[src/rtl/shift_pkg.sv]
// Shared types and default sizes for the shift sequencer and its step counter.
package shift_pkg;
   localparam int WIDTH = 4;
   localparam int CNT_W = 3;

   typedef enum logic [1:0] {
      OP_LOAD = 2'b00,
      OP_SHL  = 2'b01,
      OP_SHR  = 2'b10,
      OP_NOP  = 2'b11
   } shift_op_t;

   typedef enum logic {
      S_IDLE = 1'b0,
      S_RUN  = 1'b1
   } seq_state_t;
endpackage

[src/rtl/step_counter.sv]
// Loadable down-counter; last flags the final step of a shift command.
module step_counter #(
   parameter int CNT_W = 3
) (
   input  logic             clk,
   input  logic             rst,
   input  logic             load,
   input  logic [CNT_W-1:0] load_val,
   input  logic             dec,
   output logic [CNT_W-1:0] cnt,
   output logic             last
);
   always_ff @(posedge clk) begin
      if (rst) begin
         cnt <= '0;
      end else if (load) begin
         cnt <= load_val;
      end else if (dec && (cnt != '0)) begin
         cnt <= cnt - CNT_W'(1);
      end
   end

   assign last = (cnt == CNT_W'(1));
endmodule

[src/rtl/shift_sequencer.sv]
// Command sequencer driving an external 4-bit shifter one step per cycle and
// registering its result.
//
//   state  | meaning
//   S_IDLE | waiting for a command; shifter controls low so it passes q through
//   S_RUN  | stepping the shifter in direction dir until the counter expires
module shift_sequencer
   import shift_pkg::*;
#(
   parameter int WIDTH = shift_pkg::WIDTH,
   parameter int CNT_W = shift_pkg::CNT_W
) (
   input  logic             clk,
   input  logic             rst,
   input  logic             cmd_valid,
   output logic             cmd_ready,
   input  logic [1:0]       cmd_op,
   input  logic [WIDTH-1:0] cmd_data,
   input  logic [CNT_W-1:0] cmd_count,
   output logic [WIDTH-1:0] sh_i,
   output logic             sh_l,
   output logic             sh_r,
   input  logic [WIDTH-1:0] sh_o,
   output logic [WIDTH-1:0] q,
   output logic             busy,
   output logic             done
);
   seq_state_t       state;
   shift_op_t        dir;
   shift_op_t        op;
   logic             accept;
   logic             is_shift;
   logic             cnt_load;
   logic             last;
   logic [CNT_W-1:0] cnt;

   assign op        = shift_op_t'(cmd_op);
   assign cmd_ready = (state == S_IDLE) && !rst;
   assign accept    = cmd_valid && cmd_ready;
   assign is_shift  = (op == OP_SHL) || (op == OP_SHR);
   assign cnt_load  = accept && is_shift && (cmd_count != '0);

   step_counter #(.CNT_W(CNT_W)) u_step_counter (
      .clk      (clk),
      .rst      (rst),
      .load     (cnt_load),
      .load_val (cmd_count),
      .dec      (state == S_RUN),
      .cnt      (cnt),
      .last     (last)
   );

   always_ff @(posedge clk) begin
      if (rst) begin
         state <= S_IDLE;
         dir   <= OP_NOP;
         q     <= '0;
         done  <= 1'b0;
      end else begin
         done <= 1'b0;
         case (state)
            S_IDLE: begin
               if (accept) begin
                  if (op == OP_LOAD) begin
                     q    <= cmd_data;
                     done <= 1'b1;
                  end else if (cnt_load) begin
                     dir   <= op;
                     state <= S_RUN;
                  end else begin
                     done <= 1'b1;
                  end
               end
            end
            S_RUN: begin
               q <= sh_o;
               if (last) begin
                  state <= S_IDLE;
                  done  <= 1'b1;
               end
            end
            default: state <= S_IDLE;
         endcase
      end
   end

   // Direction decode is gated by RUN so the shifter is transparent in IDLE.
   assign sh_l = (state == S_RUN) && (dir == OP_SHL);
   assign sh_r = (state == S_RUN) && (dir == OP_SHR);
   assign sh_i = q;
   assign busy = (state == S_RUN);
endmodule

[config.mk]
export PLATFORM = sky130hd
export DESIGN_NAME = shift_sequencer
export DESIGN_NICKNAME = d
export VERILOG_FILES = /design/src/rtl/shift_pkg.sv /design/src/rtl/step_counter.sv /design/src/rtl/shift_sequencer.sv
export SDC_FILE = /design/constraint.sdc
export NUM_CORES = 1
export LEC_CHECK = 0
export CAP_MARGIN = 25
export CORE_ASPECT_RATIO = 0.6
export CORE_UTILIZATION = 30
export CTS_CLUSTER_DIAMETER = 100
export DETAILED_ROUTE_END_ITERATION = 6
export SYNTH_ARGS = -nofsm -noshare
export SYNTH_HDL_FRONTEND = slang
export SYNTH_SLANG_ARGS = --single-unit
[constraint.sdc]
create_clock -name clk -period 1.8 [get_ports clk]
set_input_delay 0.45 -clock clk [delete_from_list [all_inputs] [get_ports clk]]
set_output_delay 0.45 -clock clk [all_outputs]
set_load 0.01 [all_outputs]
; ---- After elaboration in Yosys (flattened, before gate mapping)
; Index checks and enable logic that the tools add are counted.
[totals]
regBits = 11
latchBits = 0
ram_bits = 0
rom_bits = 0
wordCells = 45
mem_count = 0
[classes]
addsub = 1
n_mul = 0
div = 0
order_cmp = 0
n_eq_ne = 7
shift = 0
muxes = 15
bitwise_logic = 2
reduce_logical = 15
[ops]
columns = cell, count
row1 = two-way mux 1 bit, 8
row2 = two-way mux 4 bit, 2
row3 = case mux 4 bit (2 select lines), 1
row4 = logical AND 1 bit, 7
row5 = two-way mux 3 bit, 2
row6 = nonzero test 3 bit, 2
row7 = "== test 2 x 1 -> 1 bit, second input constant", 2
row8 = "== test 2 bit, second input constant", 2
row9 = case mux 1 bit (2 select lines), 2
row10 = AND reduction 4 bit, 1
row11 = "== test 3 x 1 -> 1 bit, second input constant", 1
row12 = "subtractor 3 x 1 -> 3 bit, second input constant", 1
row13 = zero test 2 bit, 1
row14 = "!= test 2 x 1 -> 1 bit, second input constant", 1
row15 = "!= test 2 bit, second input constant", 1
row16 = inverter 1 bit, 2
row17 = AND reduction 2 bit, 1
row18 = nonzero test 2 bit, 1
row19 = zero test 1 bit, 1
row20 = logical OR 1 bit, 1

; ---- Depth between registers and ports, before layout
[logic_depth]
word_depth = 9
ltp_mapped = 5
depth_no_buf = 5

; ---- Modules after synthesis
; From an unflattened synthesis, not the netlist that was laid out.
[unflattened]
cells_unflattened = 81
hier_area_um2 = 825.8
[modules_own_cells]
columns = module, n_inst, cells_per_inst, area_per_inst_um2, seq_area_each_um2
row1 = shift_sequencer, 1, 56, 583.1, 160.2
row2 = step_counter, 1, 25, 242.7, 60.1

; ---- Worst setup path after synthesis
; OpenSTA, ideal clock, no wires.
[synth_path]
path_kind = input to register
from = in cmd_op[0]
to = reg u_step_counter.cnt[2]
t_arrival_ns = 1.278
t_required_ns = 1.677
path_slack_ns = 0.398
stages = 5
n_path_buf = 0
cell_sequence = inv_1 -> ha_1 -> and3b_1 -> a221oi_1 -> nor3_1
[synth_between]
elab_chain_len = 5
elab_cells_between_ends = 7
classes_between = 2 x eq/ne / 1 x mux / 4 x reduce/logical
[synth_rtl]
columns = item, line
row1 = from (decl), shift_sequencer.sv:17  ; input logic [1:0] cmd_op,
row2 = == test 2 x 1 -> 1 bit / == test 2 bit (equally long branches), shift_sequencer.sv:40  ; assign is_shift = (op == OP_SHL) || (op == OP_SHR);
row3 = logical OR 1 bit (*), shift_sequencer.sv:40
row4 = logical AND 1 bit (*) (2 in series), shift_sequencer.sv:41  ; assign cnt_load = accept && is_shift && (cmd_count != '0);
row5 = two-way mux 3 bit / nonzero test 2 bit (equally long branches), n/a
row6 = to (signal assigned), step_counter.sv:17  ; cnt <= load_val;
row7 = to (signal assigned), step_counter.sv:19  ; cnt <= cnt - CNT_W'(1);
row8 = to (decl), step_counter.sv:10  ; output logic [CNT_W-1:0] cnt,
; Mark *: on every way between the ends. The rest lies on a longest branch, timed or not.
; A chain may end at the register's enable or synchronous reset.

; ---- Final worst setup path
[layout_path]
from = reg dir[1]
to = out sh_l
[layout_between]
elab_chain_len = 2
[layout_rtl]
columns = item, line
row1 = from (decl), shift_sequencer.sv:29  ; shift_op_t dir;
row2 = from (signal assigned), shift_sequencer.sv:68  ; dir <= op;
row3 = == test 2 x 1 -> 1 bit, shift_sequencer.sv:88  ; assign sh_l = (state == S_RUN) && (dir == OP_SHL);
row4 = logical AND 1 bit, shift_sequencer.sv:88
row5 = to (decl), shift_sequencer.sv:21  ; output logic sh_l,
; No other way between the ends.

==> results.yml <==
clock_tree:
  cts.sinks: 11
  tritoncts: "built"
  cts_setup_buffers: 0
  cts_hold_buffers: 0
  clockBufferDepth: 2
  cts-root-buf: "clkbuf_8"
  h-tree-depth: 1
  clk_latency_ns: 0.24
  numCtsBuffers: 3
  path_clk_slew_ns: 0.05
timing:
  timing.slew.headroom_pct: 68.8
  slew_violations: 0
  skew_ns: 0.00554
  fin_tns_setup_ns: 0
  fmax_mhz: 573
  min_period_ns: 1.74
  worstMarginPinSlew_ns: 0.464
  finalCritPeriodShare_pct: 96.9
  hold_violations: 0
  setup_viol: 0
  holdWs_ns: 0.531
die:
  rows: 13
  die_h_um: 39.1
  core_area_mm2: 0.00216
  die_x_um: 63.8
  dieArea_mm2: 0.00250
  io_pins: 29
  start_util_pct: 31.8
global_routing:
  grt_usage_pct: 14.0
  grt_pass1_vias: 538
  grt_max_degree: 21
  gr-total-overflow: 0
  antenna_found_initial: 0
  grt_pass1_wl_mm: 2.48
detailed_routing:
  detail_route.iter0.violations: 11
  first_pass_iters: 4
  wirelength_mm: 1.54
  drcViolationCount: 0
  via_count: 656
  wl_per_cell_um: 11.2
  vias_per_cell: 4.75
  ant_nets: 0
min_path:
  hold_path_class: "flip-flop to flip-flop"
finish:
  layout_commonest_cell: "clkdlybuf4s50_1"
  nets: 129
  layout_common_cells: "27 x clkdlybuf4s50_1, 10 x dfxtp_1, 8 x nor3_1, 6 x nor2_1, 6 x mux2i_1"
  final_area_mm2: 0.00105
  n_fill_cell: 201
  seqCellArea_um2: 221
  area_growth_pct: 53.3
  drive_gt1_share_pct: 12.0
  antennaDiodeCount: 0
  multi_input_comb_area_um2: 415
pwr:
  powerDensity_mw_per_mm2: 722
  leakage_nw: 0.411
  comb_power_share_pct: 30.1
  finalPower_uw: 761
  p_switching_uw: 207
  ir_drop_mv: 0.447
  p_int_uw: 554
  p_sw_share_pct: 27.2
  sequentialPowerShare_pct: 37.3
  power.share.clock_pct: 32.7
setup_path:
  crit_path_end: "sh_l"
  required_ns: 1.35
  end_kind: "primary output"
  r2r_slack_ns: 0.51
  crit_type: "flip-flop to primary output"
  r2r-start: "busy$_SDFF_PP0_"
  reg2reg_depth: 4
  cp-start-kind: "flip-flop"
  cp_max_fo: 3
  r2r_end: "u_step_counter.cnt[2]$_SDFFE_PP0P_"
  cp-startpoint: "dir[1]$_SDFFE_PP1P_"
  arrival_ns: 1.29
yosys:
  ys_seq_area_share_pct: 32.0
  synthArstFlopShare_pct: 0
  synth_fp_nets: 98
  synth_warnings: 0
  ys.flop_type: "dfxtp_1"
  synth_area_um2: 688
  synth.distinct_cells: 30
  ys_ff_latch: 11
  syn_avg_cell_area_um2: 8.82
  synth_cells: 78
  synth_edf_count: 0
placed_design:
  io_buffers: 28
  post-dp-hpwl_mm: 1.18
  place_congestion: 0.881
  place_area_um2: 997
job:
  maxCapViolations: 0
status:
  outcome: "finished, final reports clean"
[routing by layer]
layer	vias up	part of all wire [%]	GRT usage [%]
met3	0	8.7	7.06
met2	25	39	21.5
li1	338	-	-
met1	293	53	17.4
met4	0	0	3.41
met5	-	0	0
[layout make-up]
class                   instances  share of cell area, %
clock buffers                   4                   4.27
inverters                       5                   1.78
multi-input cells              55                   39.4
flip-flops and latches         11                   21.0
well taps                      30                   3.56
repair buffers                 33                   30.0
[per-stage QoR]
stage	worst slack (ns)	std cells	utilization [%]
floorplan	0.398	78	-
global placement	-0.220	134	46.1
detailed placement	-0.217	134	46.1
CTS	0.0435	138	48.2
global route	-0.00178	138	48.8
finish	0.0559	138	48.8
[Yosys cell counts (4+ instances only)]
| master | number | area (um2) |
|---|---|---|
| nor3_1 | 8 | 40.0 |
| inv_1 | 5 | 18.8 |
| buf_4 | 5 | 37.5 |
| dfxtp_1 | 11 | 220 |
| nor2_1 | 6 | 22.5 |
| ha_1 | 4 | 50.1 |
| mux2i_1 | 6 | 60.1 |
| a211oi_1 | 5 | 37.5 |
[critical path: stages (launching register included)]
cell and delay [ns]:
dfxtp_1 0.32, and3b_1 0.20, clkdlybuf4s50_1 0.53
[power groups by stage]
stage / registers (mW) / clock network [mW] / logic [mW]
after floorplan: 0.291 / 0 / 0.125
after global placement: 0.287 / 0 / 0.223
after detailed placement: 0.288 / 0 / 0.224
after CTS: 0.283 / 0.261 / 0.223
after global routing: 0.286 / 0.272 / 0.252
final: 0.284 / 0.249 / 0.229
[logic make-up after synthesis]
family	count (synthesis)	synth area share [%]
AND/OR/NAND/NOR	30	26.4
AO/OA/AOI/OAI	15	16.2
buffers and inverters	12	9.45
flip-flops	11	32.0
multiplexers	6	8.73
adder cells (fa/ha/maj)	4	7.27
[worst min-delay path by stage]
| stage | startpoint | to | slack, ns | cells after the start |
|---|---|---|---|---|
| CTS | dir[1]$_SDFFE_PP1P_ | dir[1]$_SDFFE_PP1P_ | 0.53 | 2 |
| finish | dir[1]$_SDFFE_PP1P_ | dir[1]$_SDFFE_PP1P_ | 0.53 | 2 |
| floorplan | dir[1]$_SDFFE_PP1P_ | dir[1]$_SDFFE_PP1P_ | 0.50 | 2 |
| detailed placement | dir[1]$_SDFFE_PP1P_ | dir[1]$_SDFFE_PP1P_ | 0.53 | 2 |
| global route | u_step_counter.cnt[1]$_SDFFE_PP0P_ | u_step_counter.cnt[1]$_SDFFE_PP0P_ | 0.57 | 2 |
| global placement | dir[0]$_SDFFE_PP1P_ | dir[0]$_SDFFE_PP1P_ | 0.51 | 2 |
[repair_timing]
action | CTS | global route
endpoints found under the hold margin | 0 | 0
resized for setup | 2 | 2
pin swaps | 0 | 0
endpoints found under the setup margin | 2 | 3
[state kept, by name, indices dropped and copies added (netlist names)]
signal,cells
busy,1
dir,2
done,1
q,4
u_step_counter.cnt,3
No activity file was read; power rests on OpenSTA's default activity.
